### src/rtl/morse_decoder.sv
// Serial Morse element decoder for letters A..H: classifies marks into dots and
// dashes, collects up to four symbols and decodes the letter after a GAP_BITS space.
module morse_decoder #(
    parameter int unsigned GAP_BITS = 3
) (
    input  logic       clk,
    input  logic       Reset,
    input  logic       BitValid,
    input  logic       DotDash,
    output logic [2:0] LetterOut,
    output logic       LetterValid,
    output logic       Error,
    output logic       Busy
);

    typedef enum logic [1:0] {
        IDLE,
        MARK,
        SPACE
    } state_t;

    localparam logic [2:0] GAP = 3'(GAP_BITS);

    state_t     state, state_n;
    logic [2:0] mark_cnt, mark_cnt_n;
    logic [2:0] space_cnt, space_cnt_n;
    logic [3:0] sym, sym_n;
    logic [2:0] sym_len, sym_len_n;
    logic       err, err_n;
    logic [2:0] letter_n;
    logic       lv_n, er_n;
    logic [2:0] dec_code;
    logic       dec_hit;
    logic [2:0] sc_inc;

    // sym holds the symbols oldest-first in its low sym_len bits (dot=0, dash=1)
    always_comb begin
        dec_hit  = 1'b1;
        dec_code = '0;
        case (sym_len)
            3'd1: if (sym[0] == 1'b0) dec_code = 3'd4; else dec_hit = 1'b0;
            3'd2: if (sym[1:0] == 2'b01) dec_code = 3'd0; else dec_hit = 1'b0;
            3'd3: begin
                case (sym[2:0])
                    3'b100:  dec_code = 3'd3;
                    3'b110:  dec_code = 3'd6;
                    default: dec_hit  = 1'b0;
                endcase
            end
            3'd4: begin
                case (sym)
                    4'b1000: dec_code = 3'd1;
                    4'b1010: dec_code = 3'd2;
                    4'b0010: dec_code = 3'd5;
                    4'b0000: dec_code = 3'd7;
                    default: dec_hit  = 1'b0;
                endcase
            end
            default: dec_hit = 1'b0;
        endcase
    end

    assign sc_inc = space_cnt + 3'd1;

    always_comb begin
        state_n     = state;
        mark_cnt_n  = mark_cnt;
        space_cnt_n = space_cnt;
        sym_n       = sym;
        sym_len_n   = sym_len;
        err_n       = err;
        letter_n    = LetterOut;
        lv_n        = 1'b0;
        er_n        = 1'b0;
        if (BitValid) begin
            case (state)
                IDLE: begin
                    if (DotDash) begin
                        state_n    = MARK;
                        mark_cnt_n = 3'd1;
                        sym_n      = '0;
                        sym_len_n  = '0;
                        err_n      = 1'b0;
                    end
                end
                MARK: begin
                    if (DotDash) begin
                        if (mark_cnt != 3'd4) mark_cnt_n = mark_cnt + 3'd1;
                    end else begin
                        if (mark_cnt == 3'd1 || mark_cnt == 3'd3) begin
                            if (sym_len == 3'd4) begin
                                err_n = 1'b1;
                            end else begin
                                sym_n     = {sym[2:0], (mark_cnt == 3'd3)};
                                sym_len_n = sym_len + 3'd1;
                            end
                        end else begin
                            err_n = 1'b1;
                        end
                        state_n     = SPACE;
                        space_cnt_n = 3'd1;
                    end
                end
                SPACE: begin
                    if (DotDash) begin
                        // a short-but-not-letter gap aborts the letter and this mark starts the next one
                        if (space_cnt != 3'd1) begin
                            er_n      = 1'b1;
                            sym_n     = '0;
                            sym_len_n = '0;
                            err_n     = 1'b0;
                        end
                        state_n    = MARK;
                        mark_cnt_n = 3'd1;
                    end else begin
                        space_cnt_n = sc_inc;
                        if (sc_inc == GAP) begin
                            if (!err && dec_hit) begin
                                lv_n     = 1'b1;
                                letter_n = dec_code;
                            end else begin
                                er_n = 1'b1;
                            end
                            state_n   = IDLE;
                            sym_n     = '0;
                            sym_len_n = '0;
                            err_n     = 1'b0;
                        end
                    end
                end
                default: state_n = IDLE;
            endcase
        end
    end

    always_ff @(posedge clk or posedge Reset) begin
        if (Reset) begin
            state       <= IDLE;
            mark_cnt    <= '0;
            space_cnt   <= '0;
            sym         <= '0;
            sym_len     <= '0;
            err         <= 1'b0;
            LetterOut   <= '0;
            LetterValid <= 1'b0;
            Error       <= 1'b0;
            Busy        <= 1'b0;
        end else begin
            state       <= state_n;
            mark_cnt    <= mark_cnt_n;
            space_cnt   <= space_cnt_n;
            sym         <= sym_n;
            sym_len     <= sym_len_n;
            err         <= err_n;
            LetterOut   <= letter_n;
            LetterValid <= lv_n;
            Error       <= er_n;
            Busy        <= (state_n != IDLE);
        end
    end

endmodule
### config.mk
export PLATFORM = sky130hd
export DESIGN_NAME = morse_decoder
export DESIGN_NICKNAME = d
export VERILOG_FILES = /design/src/rtl/morse_decoder.sv
export SDC_FILE = /design/constraint.sdc
export NUM_CORES = 1
export LEC_CHECK = 0
export ABC_CLOCK_PERIOD_IN_PS = 1700
export CORE_MARGIN = 4
export CORE_UTILIZATION = 40
export CTS_CLUSTER_DIAMETER = 120
export DETAILED_ROUTE_END_ITERATION = 8
export SYNTH_ARGS = -nofsm -noshare
export SYNTH_HDL_FRONTEND = slang
export SYNTH_SLANG_ARGS = --single-unit
### constraint.sdc
create_clock -name clk -period 1.7 [get_ports clk]
set_input_delay 0.34 -clock clk [delete_from_list [all_inputs] [get_ports clk]]
set_output_delay 0.34 -clock clk [all_outputs]
set_load 0.01 [all_outputs]
==> summary.txt <==
Logic synthesis
  • Syn Inst Count: between 100 and 150
  • Mapped Avg Cell Area: around 9.3 um2
  • Register area share after synthesis: 0.399
  • Synth cell types: 39
  • YS warnings: 0
  • Synthesized area: about 0.0014 mm2
  • Synthesized Nets: 164
  • Top post-synthesis cells by area: dfrtp_1 40%, ha_1 11%, nand2_1 4.6%
  • Area leader, netlist: dfrtp_1
  • Synthesized flop and latch total: 22
  • Share of the synthesized area in the top cell type: 0.399

STA
  • Final setup viols: 10
  • Slew Limit Fails: 0
  • RSZ-0062 raised after global routing: yes
  • Final min period: about 1800 ps
  • Clock Skew: 12.7 ps
  • Worst slew pin tran: between 300 and 400 ps
  • Hold slack: roughly 350 ps
  • Final WS setup: -129 ps
  • Fmax achieved: 0.547 GHz
  • Max-slew headroom: 0.784
  • Final hold violations: 0
  • Final period utilization: 1.08

Power and ir drop
  • Leak Pwr: a little under 0.0009 uW
  • Pwr dens: approximately 1300 mW/mm2
  • VDD IR max: around 600 uV
  • Power Total: roughly 2300 uW

Placed design
  • HPWL Detailed: 2360 um
  • Placed cell count: 222
  • PortBufs: 9
  • Pre-CTS worst setup slack: -310 ps
  • Routability cong.: roughly 0.84

Flow run
  • Number of max-cap violations: 0

Floorplan
  • DIE AREA: 0.00445 mm2
  • Die height: 66.7 um
  • Starting density of the core: 0.413
  • Top Ports: 10
  • Total core area: between 0.003 and 0.004 mm2
  • Die W: about 67 um
  • # rows: 21

Final layout
  • Synth-to-layout area growth: 33.4%
  • Nets: 200
  • Layout cells sized above 1: 0.306
  • Non-filler cells, final: 229
  • Most common cell after layout, fill and taps aside: buf_4
  • Most frequent cells in the layout: 25 x buf_4, 21 x dfrtp_1, 16 x nand2_1, 13 x inv_1, 9 x clkdlybuf4s50_1
  • Diodes inserted: 0

Min path
  • Hold crit path type: primary input to async pin

Setup path
  • R2R Setup Slk: -130 ps
  • Worst-path fanout max: 3
  • Crit. End Element: flip-flop
  • Worst Reg-to-Reg Cells: 7
  • Crit path largest cell delay: approximately 430 ps
  • CP Cell Sequence: inv_2, ha_4, nor3b_4, a41o_1, o21ai_2, nand4b_4, mux2_4
  • Critical Path Start Type: flip-flop
  • R2r startpoint: sym_len[1]
  • R2r endpoint: LetterOut[0]
  • CP Class: flip-flop to flip-flop
  • Slowest-stage cell, CP: dfrtp_1
  • Critical Path AT: approximately 2000 ps
  • Worst EP required: 1900 ps

Detailed routing
  • Via/cell ratio: approximately 5
  • Antenna-violating nets left: 0
  • Total routed wirelength: a little over 3000 um
  • DRT Pass-1 Iters: 4
  • Vias: approximately 1.2k
  • Drt drc: 0
  • Wire length per cell: between 10 and 15 um
  • DRT iter0 DRCs: 64

Clock network
  • Sink Count: 22
  • Hold buffers post-CTS: 0
  • CTS max path bufs: 2
  • H-tree Lvls: 1
  • CTS tree: done
  • Clock transition at the registers of the reported paths: 130 ps
  • Clk_lat worst skew: 310 ps
  • CTS buffer count: 3
  • CTS Root Cell: clkbuf_4

Run status
  • Failing checks: setup timing
  • Outcome: complete, but fails checks

GRT
  • Overall routing resource usage: 0.158
  • Largest net degree at the start of global routing: 23
  • First-pass GRT wire length: between 5000 and 6000 um
  • Initial antenna violation count: 0
  • Global route overflow: 0
  • Vias in the first global route: roughly 1.3k
critical path: cells and delay by family, from the launching register on:
family	cells	cell delay [ps]
multiplexers	1	300
adder cells (fa/ha/maj)	1	180
buffers and inverters	1	80
AO/OA/AOI/OAI	2	390
flip-flops	1	430
AND/OR/NAND/NOR	2	330
cell usage after synthesis:
library cell,instances
dfrtp_1,22
nand2_1,17
inv_1,16
ha_1,12
a21oi_1,8
o21ai_0,8
nor2_1,7
mux2i_1,6
nand3_1,6
nand2b_1,4
o21ai_1,4
a22oi_1,2
a31oi_1,2
buf_2,2
inv_2,2
mux2_1,2
mux2_4,2
nor2b_1,2
nor3_1,2
o21a_1,2
xor2_1,2
a211oi_1,1
a41o_1,1
buf_6,1
clkbuf_1,1
nand3b_1,1
nand4b_4,1
nor3_4,1
nor3b_1,1
nor4_1,1
o211ai_1,1
o22ai_1,1
o2bb2ai_1,1
o32a_1,1
or2_1,1
or2_2,1
or2b_1,1
or3_1,1
or4_1,1
sequential cells by signal, summed over array words and instances (netlist names):
register     flops
Busy             1
Error            1
LetterOut        3
LetterValid      1
err              1
mark_cnt         3
space_cnt        3
state            2
sym              4
sym_len          3
per-stage QoR:
| step | utilization | TNS, ps | cell area, um2 |
|---|---|---|---|
| final | 0.551 | -474 | 1840 |
| after CTS | 0.540 | -817 | 1800 |
| after global routing | 0.551 | -1760 | 1840 |
| after floorplan | - | -199 | 1420 |
| after detailed placement | 0.514 | -2780 | 1720 |
| after global placement | 0.514 | -2060 | 1720 |
where the power goes:
part | switching (uW) | leakage [uW] | internal, uW
logic | 579 | 0.000562 | 645
registers | 148 | 0.000282 | 647
clock network | 161 | 0.0000210 | 131
what timing repair did:
item / in CTS / in global routing
resized for setup: 7 / 10
setup buffers: 2 / 1
endpoints found under the setup margin: 11 / 13
pin swaps: 5 / 7
cell type report:
cell class / count / area [um2]
clock buffers: 4 / 36.3
fillers: 313 / 1500
inverters: 18 / 67.6
multi-input cells: 104 / 837
flip-flops and latches: 22 / 552
well taps: 46 / 57.6
repair buffers: 35 / 289
layer usage:
metal	GRT usage	up-vias	routed length [um]
met5	0	-	0
met4	0.0685	0	46
met2	0.296	28	1670
met3	0.0236	6	84
li1	-	574	-
met1	0.175	572	1310
how the worst max path moves through the flow:
stage	start	cells past startpoint	slack, ps	endpoint
after floorplan	space_cnt[1]	6	-50	sym_len[0]
after global placement	DotDash	7	-210	sym[2]
after detailed placement	DotDash	7	-310	sym[1]
after CTS	sym_len[1]	7	-120	LetterOut[2]
after global routing	sym_len[1]	7	-260	LetterOut[0]
final	sym_len[1]	7	-130	LetterOut[0]
cells by family after synthesis:
family          Yosys count  share of synthesized area
simple gates             48                      0.191
xor+xnor                  2                     0.0127
mux                      10                     0.0817
fa+ha+maj                12                      0.109
flops                    22                      0.399
compound gates           32                      0.140
buf+inv                  22                     0.0672
No activity file was read; power rests on OpenSTA's default activity.
